`config.mk`:
```
export PLATFORM = sky130hd
export DESIGN_NAME = ibex_dummy_instr_burst
export DESIGN_NICKNAME = d
export VERILOG_FILES = /design/src/rtl/ibex_dummy_instr_burst_pkg.sv /design/src/rtl/ibex_dummy_lfsr.sv /design/src/rtl/ibex_dummy_instr_burst.sv
export SDC_FILE = /design/constraint.sdc
export NUM_CORES = 1
export LEC_CHECK = 0
export ABC_AREA = 1
export CORE_MARGIN = 5
export CORE_UTILIZATION = 47
export DETAILED_ROUTE_END_ITERATION = 7
export GPL_TIMING_DRIVEN = 0
export PLACE_DENSITY_LB_ADDON = 0.12
export SYNTH_ARGS = -nofsm -noshare
export SYNTH_HDL_FRONTEND = slang
export SYNTH_HIERARCHICAL = 1
export SYNTH_SLANG_ARGS = --single-unit
export TNS_END_PERCENT = 100
```
`constraint.sdc`:
```
create_clock -name clk_i -period 2.5 [get_ports clk_i]
set_input_delay 0.375 -clock clk_i [delete_from_list [all_inputs] [get_ports clk_i]]
set_output_delay 0.375 -clock clk_i [all_outputs]
set_load 0.05 [all_outputs]
```
`src/rtl/ibex_dummy_instr_burst_pkg.sv`:
```
// Shared types and constants for the dummy-instruction burst inserter.
// Enumerations for dummy types and inserter FSM, RV32 R-type encoding fields,
// LFSR polynomial/seed and the dummy instruction encoder.
package ibex_dummy_instr_burst_pkg;

    // Dummy instruction type; the value doubles as the bit index into the type-enable mask.
    typedef enum logic [1:0] {
        DUMMY_ADD = 2'd0,
        DUMMY_MUL = 2'd1,
        DUMMY_DIV = 2'd2,
        DUMMY_AND = 2'd3
    } dummy_instr_e;

    typedef enum logic {
        DUMMY_COUNT = 1'b0,
        DUMMY_BURST = 1'b1
    } dummy_state_e;

    localparam logic [6:0] OPCODE_OP     = 7'h33;
    localparam logic [6:0] FUNCT7_ALU    = 7'h00;
    localparam logic [6:0] FUNCT7_MULDIV = 7'h01;
    localparam logic [2:0] FUNCT3_ADD    = 3'b000;
    localparam logic [2:0] FUNCT3_MUL    = 3'b000;
    localparam logic [2:0] FUNCT3_DIV    = 3'b100;
    localparam logic [2:0] FUNCT3_AND    = 3'b111;

    // Right-shift Galois taps for x^32 + x^22 + x^2 + x + 1.
    localparam logic [31:0] LFSR_POLY         = 32'h8020_0003;
    localparam logic [31:0] LFSR_SEED_DEFAULT = 32'hACE1_2468;

    // Build an R-type word writing x0, so the result is architecturally invisible.
    function automatic logic [31:0] dummy_encode(dummy_instr_e t, logic [4:0] op_a,
                                                 logic [4:0] op_b);
        logic [6:0] funct7;
        logic [2:0] funct3;
        funct7 = FUNCT7_ALU;
        funct3 = FUNCT3_ADD;
        case (t)
            DUMMY_ADD: begin
                funct7 = FUNCT7_ALU;
                funct3 = FUNCT3_ADD;
            end
            DUMMY_MUL: begin
                funct7 = FUNCT7_MULDIV;
                funct3 = FUNCT3_MUL;
            end
            DUMMY_DIV: begin
                funct7 = FUNCT7_MULDIV;
                funct3 = FUNCT3_DIV;
            end
            DUMMY_AND: begin
                funct7 = FUNCT7_ALU;
                funct3 = FUNCT3_AND;
            end
            default: begin
                funct7 = FUNCT7_ALU;
                funct3 = FUNCT3_ADD;
            end
        endcase
        return {funct7, op_b, op_a, funct3, 5'h00, OPCODE_OP};
    endfunction

endpackage

```
`src/rtl/ibex_dummy_lfsr.sv`:
```
// 32-bit Galois LFSR feeding the dummy-instruction inserter.
// Reseed XORs the seed into the state and has priority over stepping; any
// all-zero result is replaced by SEED so the register can never lock up.
module ibex_dummy_lfsr
    import ibex_dummy_instr_burst_pkg::*;
#(
    parameter logic [31:0] SEED = LFSR_SEED_DEFAULT
) (
    input  logic        clk_i,
    input  logic        rst_i,
    input  logic        seed_en_i,
    input  logic [31:0] seed_i,
    input  logic        step_i,
    output logic [31:0] state_o
);

    logic [31:0] state_q;
    logic [31:0] state_d;
    logic [31:0] stepped;
    logic [31:0] reseeded;

    // Next state: reseed, else step, else hold; zero results fall back to SEED.
    always_comb begin
        stepped  = {1'b0, state_q[31:1]} ^ (state_q[0] ? LFSR_POLY : 32'h0);
        reseeded = state_q ^ seed_i;
        state_d  = state_q;
        if (seed_en_i) begin
            state_d = (reseeded == 32'h0) ? SEED : reseeded;
        end else if (step_i) begin
            state_d = (stepped == 32'h0) ? SEED : stepped;
        end
    end

    // State register with synchronous reset to SEED.
    always_ff @(posedge clk_i) begin
        if (rst_i) begin
            state_q <= SEED;
        end else begin
            state_q <= state_d;
        end
    end

    assign state_o = state_q;

endmodule

```
`src/rtl/ibex_dummy_instr_burst.sv`:
```
// Dummy-instruction inserter with burst support for the IF stage.
// Counts real instructions handed to ID and, once the count reaches an
// LFSR-derived threshold, inserts a burst of pseudo-random R-type ALU/MD
// instructions writing x0. At least one real instruction separates events.
// Optional build macro: IBEX_DUMMY_INSTR_STATS_EN adds a saturating count of
// accepted dummies on dummy_instr_count_o (tied to zero otherwise).
module ibex_dummy_instr_burst
    import ibex_dummy_instr_burst_pkg::*;
#(
    parameter int unsigned CNT_W     = 5,
    parameter int unsigned BURST_W   = 2,
    parameter logic [31:0] LFSR_SEED = LFSR_SEED_DEFAULT
) (
    input  logic               clk_i,
    input  logic               rst_i,
    input  logic               dummy_instr_en_i,
    input  logic [CNT_W-1:0]   dummy_instr_mask_i,
    input  logic [3:0]         dummy_type_en_i,
    input  logic [BURST_W-1:0] dummy_burst_len_i,
    input  logic               dummy_instr_seed_en_i,
    input  logic [31:0]        dummy_instr_seed_i,
    input  logic               fetch_valid_i,
    input  logic               id_in_ready_i,
    output logic               insert_dummy_instr_o,
    output logic [31:0]        dummy_instr_data_o,
    output logic               dummy_busy_o,
    output logic [31:0]        dummy_instr_count_o
);

    dummy_state_e       state_q, state_d;
    logic [CNT_W-1:0]   cnt_q, cnt_d;
    logic [BURST_W-1:0] rem_q, rem_d;

    logic [31:0]        lfsr_state;
    logic [CNT_W-1:0]   cnt_f;
    logic [CNT_W-1:0]   thr_raw;
    logic [CNT_W-1:0]   thr;
    logic [4:0]         op_a;
    logic [4:0]         op_b;
    dummy_instr_e       sel_type;
    dummy_instr_e       dummy_type;
    logic [BURST_W-1:0] burst_eff;
    logic               insert;
    logic               accept;
    logic               unused_lfsr_hi;

    ibex_dummy_lfsr #(
        .SEED (LFSR_SEED)
    ) u_lfsr (
        .clk_i     (clk_i),
        .rst_i     (rst_i),
        .seed_en_i (dummy_instr_seed_en_i),
        .seed_i    (dummy_instr_seed_i),
        .step_i    (accept),
        .state_o   (lfsr_state)
    );

    // Carve threshold, operands and type out of consecutive LFSR bit fields.
    always_comb begin
        cnt_f      = lfsr_state[CNT_W-1:0];
        op_a       = lfsr_state[CNT_W +: 5];
        op_b       = lfsr_state[CNT_W + 5 +: 5];
        sel_type   = dummy_instr_e'(lfsr_state[CNT_W + 10 +: 2]);
        dummy_type = dummy_type_en_i[sel_type] ? sel_type : DUMMY_ADD;
        thr_raw    = cnt_f & dummy_instr_mask_i;
        // A zero threshold would insert back-to-back; force at least one real instruction.
        thr        = (thr_raw == '0) ? CNT_W'(1) : thr_raw;
        burst_eff  = (dummy_burst_len_i == '0) ? BURST_W'(1) : dummy_burst_len_i;
    end

    assign unused_lfsr_hi = ^(lfsr_state >> (CNT_W + 12));

    // FSM next state, counters and combinational insert decision.
    always_comb begin
        state_d = state_q;
        cnt_d   = cnt_q;
        rem_d   = rem_q;
        insert  = 1'b0;
        if (!dummy_instr_en_i) begin
            state_d = DUMMY_COUNT;
            cnt_d   = '0;
            rem_d   = '0;
        end else begin
            case (state_q)
                DUMMY_COUNT: begin
                    insert = (cnt_q == thr);
                    if (insert) begin
                        if (id_in_ready_i) begin
                            cnt_d = '0;
                            rem_d = burst_eff - BURST_W'(1);
                            if (burst_eff > BURST_W'(1)) begin
                                state_d = DUMMY_BURST;
                            end
                        end
                    end else if (fetch_valid_i && id_in_ready_i) begin
                        cnt_d = cnt_q + CNT_W'(1);
                    end
                end
                DUMMY_BURST: begin
                    insert = 1'b1;
                    if (id_in_ready_i) begin
                        rem_d = rem_q - BURST_W'(1);
                        if (rem_q == BURST_W'(1)) begin
                            state_d = DUMMY_COUNT;
                        end
                    end
                end
                default: begin
                    state_d = DUMMY_COUNT;
                    cnt_d   = '0;
                    rem_d   = '0;
                end
            endcase
        end
    end

    assign accept = insert & id_in_ready_i;

    // FSM and counter registers.
    always_ff @(posedge clk_i) begin
        if (rst_i) begin
            state_q <= DUMMY_COUNT;
            cnt_q   <= '0;
            rem_q   <= '0;
        end else begin
            state_q <= state_d;
            cnt_q   <= cnt_d;
            rem_q   <= rem_d;
        end
    end

    // Outputs are forced low while reset is held, even before state is initialised.
    always_comb begin
        insert_dummy_instr_o = insert & ~rst_i;
        dummy_busy_o         = (state_q == DUMMY_BURST) & ~rst_i;
        dummy_instr_data_o   = rst_i ? 32'h0 : dummy_encode(dummy_type, op_a, op_b);
    end

`ifdef IBEX_DUMMY_INSTR_STATS_EN
    logic [31:0] count_q;

    // Saturating count of dummies accepted by ID.
    always_ff @(posedge clk_i) begin
        if (rst_i) begin
            count_q <= 32'h0;
        end else if (accept && (count_q != 32'hFFFF_FFFF)) begin
            count_q <= count_q + 32'd1;
        end
    end

    assign dummy_instr_count_o = rst_i ? 32'h0 : count_q;
`else
    assign dummy_instr_count_o = 32'h0;
`endif

endmodule

```
==> results of run 1 <==
area by class of cell:
type,count,area [µm²]
Sequential cell,40,800.8
Timing Repair Buffer,72,686.9
Inverter,91,341.6
Buffer,70,495.5
Clock buffer,5,68.82
Fill cell,716,2634
Clock inverter,3,42.54
Tap cell,99,123.9
Multi-Input combinational cell,448,2059
critical path, cell delays in order:
cell	delay [ns]
clkdlybuf4s50_1	0.49
nand2_1	0.10
nand2_1	0.07
nand2_1	0.05
inv_1	0.04
nand2_1	0.08
nor2_4	0.11
nand3_4	0.12
nand2_4	0.10
nand2_1	0.11
nor2_4	0.16
nor2_1	0.06
clkbuf_4	0.20
clkbuf_4	0.22
a21oi_1	0.16
nor2_1	0.05
flip-flops by register name, summed over array words and instances (netlist names):
signal and cells:
rem_q 2, cnt_q 5, state_q 1, u_lfsr/state_o 32
metal layers:
metal,share of wire (%),vias up,GRT usage [%]
met5,0,-,0
met2,50,141,39.33
met1,42,1770,27.42
met4,1.7,0,5.841
met3,6.3,23,2.893
li1,-,2038,-
stage by stage:
step	setup slack [ns]	cell area, µm²	power (W)	hold WS, ns	utilization (%)
floorplan	0.2888	3671	0.001352	0.4516	-
detailed placement	-0.6338	4466	0.001570	0.4741	61.57
global placement	-0.6127	4466	0.001553	0.4625	61.57
global route	-0.009860	4619	0.002242	0.5163	63.69
CTS	0.004902	4572	0.002099	0.4951	63.03
finish	0.1666	4619	0.002120	0.4901	63.69
power by group through the flow:
stage	Sequential (W)	Clock [W]	Combinational (W)
after global placement	0.000753	0	0.000799
after floorplan	0.000739	0	0.000613
after global routing	0.000751	0.000582	0.000910
final	0.000742	0.000544	0.000835
after CTS	0.000741	0.000550	0.000808
after detailed placement	0.000756	0	0.000815
logic make-up (layout without fill, tap and decap cells):
kind of cell | after synthesis | after routing
compound gates | 93 | 93
xor+xnor | 8 | 8
fa+ha+maj | 3 | 3
buf+inv | 161 | 241
flops | 40 | 40
other cells | 1 | 46
simple gates | 298 | 298
cells in the mapped netlist:
cell	instances	area (µm²)
nor2_1	62	232.7
inv_2	1	3.750
buf_6	3	33.78
dfxtp_1	40	800.8
clkbuf_1	13	48.80
o21ai_1	1	5.000
xnor2_2	1	16.27
nor2_4	1	11.26
nand3_2	2	20.02
or2_2	2	12.51
nor2_2	3	18.77
a21oi_2	1	8.760
inv_1	90	337.8
a21oi_1	55	275.3
nand2_4	1	11.26
nand2_2	4	25.02
xnor2_1	4	35.03
buf_2	3	15.01
conb_1	1	3.750
ha_1	3	37.54
o21a_1	1	7.510
nand4_1	6	37.54
buf_1	1	3.750
nand3_1	24	120.1
nor3_1	1	5.000
xor2_1	3	26.28
nand3b_1	2	15.01
nand2_1	189	709.4
buf_4	50	375.4
a221oi_1	15	131.4
o21ai_0	20	100.1
nand3_4	1	17.52
worst paths after layout:
kind / slack [ns] / endpoint / startpoint
worst max register to register: 0.24 / u_lfsr/state_o[20] / u_lfsr/state_o[1]
worst min register to register: 0.49 / rem_q[1] / rem_q[1]
worst min-delay path: 0.49 / rem_q[1] / rem_q[1]
worst max-delay path: 0.17 / u_lfsr/state_o[20] / dummy_instr_mask_i[1]
what timing repair did:
action,CTS,global route
hold buffers,0,0
resized for setup,30,23
buffers inserted,0,5
setup endpoints to repair,40,37
pin swaps,0,1
==> metrics.yaml, run 1 <==
fin_skew_ns: 0.007507
diodes: 0
grt_usage_pct: 21.93
rows: 31
crit_path_end_kind: "register"
worst-r2r-cell-count: 15
final_cell_mix: "189 x nand2_1, 89 x inv_1, 61 x nor2_1, 58 x buf_4, 55 x a21oi_1"
avgRoutedWirePerCell_um: 12.13
cap_violations: 0
yosysSeqAreaShare_pct: 22.87
clockBufferDepth: 2
drt_iter0_drc: 240
p_sw_share_pct: 39.53
io_buffer_count: 67
numCtsBuffers: 5
die_height_um: 96.32
max_freq_mhz: 428.6
slew_headroom_pct: 58.48
routabilityCongestion: 0.9106
wirelength_mm: 10.04
synth_top_family_by_area: "simple AND/OR/NAND/NOR gates"
cts.clk_slew.worst_paths_ns: 0.09
synth.avg_cell_area_um2: 5.798
synth_warnings: 6
clock_sinks: 40
clkPwrFrac_pct: 25.6
p_sw_w: 0.0008383
grt_max_degree: 14
cp_data_arrival_time_ns: 2.50
tightest_slew_ns: 0.6227
ys_seq_elements: 40
path_class: "in2reg"
final-hold-violation-count: 0
synth.area.mux_share_pct: 0
syn_area_um2: 3502
drv_slew: 0
synth_compound_area_share_pct: 15.08
final_nets: 780
h-tree-depth: 2
grt_pass1_wl_mm: 16.22
cp-start-kind: "input port"
area_growth_pct: 31.90
cp_max_fo: 10
holdPathStages: 2
synthXorXnorAreaFrac_pct: 2.215
io_pins: 115
die_area_um2: 9278
drt-pass1-iter-count: 5
synth-simple-area-share_pct: 35.30
antenna_found_initial: 0
synth_fa_ha_area_share_pct: 1.072
vias: 3972
hp-class: "reg2reg"
vias_per_cell: 4.797
drive_above_1_share_pct: 13.72
cp.required_ns: 2.67
synth_cell_types: 32
dp_cells: 815
start_util_pct: 48.28
layout_commonest_cell: "nand2_1"
status: "finished clean"
dp_hpwl_mm: 7.901
period_needed_ns: 2.333
final_cells: 828
power.leakage_nw: 2.480
netlist_instances: 604
ir_worst_vdd_uv: 279.5
p_comb_share_pct: 39.4
fin_crit_sh_pct: 93.34
power_density_nw_per_um2: 459.0
clk_latency_ns: 0.30
seq_power_share_pct: 35.0
setup_viol: 0
fp.coreArea_um2: 7253
grt_pass1_vias: 3543
tns_ns: 0
gr-total-overflow: 0
die_x_um: 96.32
drc_errors: 0
antenna_left: 0
tritoncts: "yes"
cts-root-buf: "clkbuf_8"
p_int_w: 0.001282
Note: power is estimated with default switching activity, not from simulation.
==> inputs of run 2 (changes only) <==
--- a/config.mk
+++ b/config.mk
@@ -6,10 +6,11 @@
 export NUM_CORES = 1
 export LEC_CHECK = 0
 export ABC_AREA = 1
+export CELL_PAD_IN_SITES_DETAIL_PLACEMENT = 1
+export CELL_PAD_IN_SITES_GLOBAL_PLACEMENT = 2
 export CORE_MARGIN = 5
-export CORE_UTILIZATION = 47
+export CORE_UTILIZATION = 23
 export DETAILED_ROUTE_END_ITERATION = 7
-export GPL_TIMING_DRIVEN = 0
 export PLACE_DENSITY_LB_ADDON = 0.12
 export SYNTH_ARGS = -nofsm -noshare
 export SYNTH_HDL_FRONTEND = slang
==> run 2 against run 1 <==
  * Routed wire length is 20% higher
  * Sequential power about the same
  * Hold slack worse by 0.0077 ns
  * First-iteration DRC count decreased by 61%
  * Global-route usage down 8.3 points
  * Flip-flop and latch count did not move
  * Via count shrank 5.2%
  * Register-to-register slack improved by 0.12 ns
  * Highest routed layer unchanged
==> metrics.yaml, run 2 (synthesis results as in run 1) <==
power_w: 0.002374  # +12%
timing.hold.ws_ns: 0.4825  # -0.007675 ns
cpPeakStageDelay_ns: 0.48  # about the same
h-tree-depth: 2  # unchanged
final_nets: 723  # -7.3%
fp.coreArea_um2: 15090  # +110%
routabilityCongestion: 0.7323  # -20%
clkPwrFrac_pct: 34.5  # +8.9 points
tightest_slew_ns: 0.5317  # -0.09100 ns
slew_headroom_pct: 64.42  # +5.9 points
setup_viol: 0  # unchanged
holdPathStages: 2  # unchanged
preCtsSetupSlack_ns: -0.02205  # +0.6117 ns
diodes: 0  # unchanged
grt_max_degree: 31  # +17
power_density_nw_per_um2: 528.6  # +15%
worst-r2r-cell-count: 13  # -2
fin_skew_ns: 0.008305  # +0.0007977 ns
hp-class: "reg2reg"
final-hold-violation-count: 0  # unchanged
drt_iter0_drc: 93  # -61%
period_needed_ns: 2.290  # -0.04299 ns
drive_above_1_share_pct: 8.482  # -5.2 points
rows: 45  # +45%
crit_path_end_kind: "primary output"
antenna_left: 0  # unchanged
layout_commonest_cell: "nand2_1"
drv_slew: 0  # unchanged
cp-start-kind: "input port"
vias: 3766  # -5.2%
seq_power_share_pct: 31.2  # -3.8 points
area_growth_pct: 28.26
gr-total-overflow: 0  # unchanged
p_comb_share_pct: 34.3  # -5.1 points
cts-root-buf: "clkbuf_16"
wirelength_mm: 12.07  # +20%
cp.required_ns: 2.12  # -0.55 ns
p_sw_w: 0.0008854  # +5.6%
grt_usage_pct: 13.68  # -8.3 points
fin_crit_sh_pct: 91.62  # -1.7 points
numCtsBuffers: 5  # unchanged
cp_top_family: "buffers and inverters"
final_cells: 860  # +3.9%
cp_max_fo: 8  # -2
p_sw_share_pct: 37.29  # -2.2 points
crit_chain: "clkdlybuf4s50_1 -> nand2_1 -> nand2_1 -> nand2_1 -> inv_1 -> nand2_1 -> nor2_4 -> nand3_4 -> buf_4 -> a21oi_2 -> buf_12"
drc_errors: 0  # unchanged
tritoncts: "yes"
rsz0062_at_grt: "no"
grt_pass1_vias: 3969  # +12%
clk_latency_ns: 0.30  # about the same
power.leakage_nw: 2.227  # -10%
io_buffer_count: 67  # unchanged
cp_num_buf_inv: 4  # unchanged
grt_pass1_wl_mm: 19.70  # +21%
drt-pass1-iter-count: 4  # -1
crit_top_cell: "nand2_1"
die_area_um2: 17790  # +92%
io_pins: 115  # unchanged
ir_worst_vdd_uv: 327.8  # +17%
avgRoutedWirePerCell_um: 14.03  # +16%
final_cell_mix: "189 x nand2_1, 90 x inv_1, 61 x nor2_1, 55 x clkdlybuf4s50_1, 54 x a21oi_1"
path_class: "in2out"
die_height_um: 133.4  # +38%
die_x_um: 133.4  # +38%
dp_cells: 852  # +4.5%
post_cts_buffers: 0  # unchanged
cp_data_arrival_time_ns: 1.92  # -0.58 ns
status: "finished clean"
path_depth: 11  # -5
vias_per_cell: 4.379  # -8.7%
tns_ns: 0  # unchanged
cts.clk_slew.worst_paths_ns: 0.06  # -0.03 ns
dp_hpwl_mm: 9.359  # +18%
p_int_w: 0.001489  # +16%
cp_slowest_cell: "clkdlybuf4s50_1"
start_util_pct: 23.21  # -25 points
cap_violations: 0  # unchanged
max_freq_mhz: 436.6  # +1.9%
fin_ws_ns: 0.2096  # +0.04299 ns
clock_sinks: 40  # unchanged
largest_register_ffs: 32  # unchanged
antenna_found_initial: 0  # unchanged
clockBufferDepth: 2  # unchanged
==> run 2: cell types whose count changed in the layout (fill, tap and decap cells not counted), moves of 2 or more <==
cell / change
buf_12: +8
clkbuf_2: -5
clkdlybuf4s15_2: -3
clkbuf_8: -3
dlymetal6s2s_1: -2
dlygate4sd2_1: -10
clkbuf_1: -8
buf_6: -3
clkbuf_16: +5
clkbuf_4: -3
clkdlybuf4s50_1: +7
buf_4: -37
==> run 2: cell type report <==
class                      count  area, µm²
clock buffer                   7      152.6
clock inverter                 1      30.03
fill                        1967      10600
inverter                      91      341.6
multi-input combinational    448       2058
sequential                    40      800.8
tap                          188      235.2
timing repair buffer          85      873.3
==> run 2: timing repair <==
item / in CTS / in global routing
endpoints found under the setup margin: 0 / 1
resized for setup: 0 / 1
hold buffers: 0 / 0
endpoints found under the hold margin: 0 / 0
==> run 2: tightest hold or removal path: cells and delay by family, from the launching register on <==
family	cells	cell delay, ns
AOI/OAI and AO/OA	1	0.04
DFF	1	0.33
and+or+nand+nor	1	0.08
==> run 2: power by group through the flow <==
stage / Combinational [W] / Clock, W / Sequential (W)
floorplan: 0.000613 / 0 / 0.000739
global placement: 0.000809 / 0 / 0.000757
detailed placement: 0.000820 / 0 / 0.000759
CTS: 0.000823 / 0.000847 / 0.000744
global route: 0.000901 / 0.000867 / 0.000753
finish: 0.000814 / 0.000819 / 0.000742
==> run 2: path summary, 6_finish.rpt <==
path | startpoint | end | slack [ns]
worst max register to register | u_lfsr/state_o[4] | u_lfsr/state_o[3] | 0.36
worst min-delay path | rem_q[1] | rem_q[1] | 0.48
worst min register to register | rem_q[1] | rem_q[1] | 0.48
worst max-delay path | dummy_instr_mask_i[4] | insert_dummy_instr_o | 0.21
==> run 2: metrics by stage <==
stage	instance area [µm²]	utilization [%]
6_report	4492	29.77
3_5_place_dp	4305	28.53
5_1_grt	4492	29.77
4_1_cts	4488	29.74
3_3_place_gp	4305	28.53
2_1_floorplan	3671	-
==> run 2: per-layer routing <==
| layer | GRT usage [%] | wire [µm] |
|---|---|---|
| met5 | 0 | 0 |
| met3 | 2.190 | 422 |
| met4 | 3.429 | 125 |
| met2 | 24.52 | 5957 |
| met1 | 17.09 | 5560 |
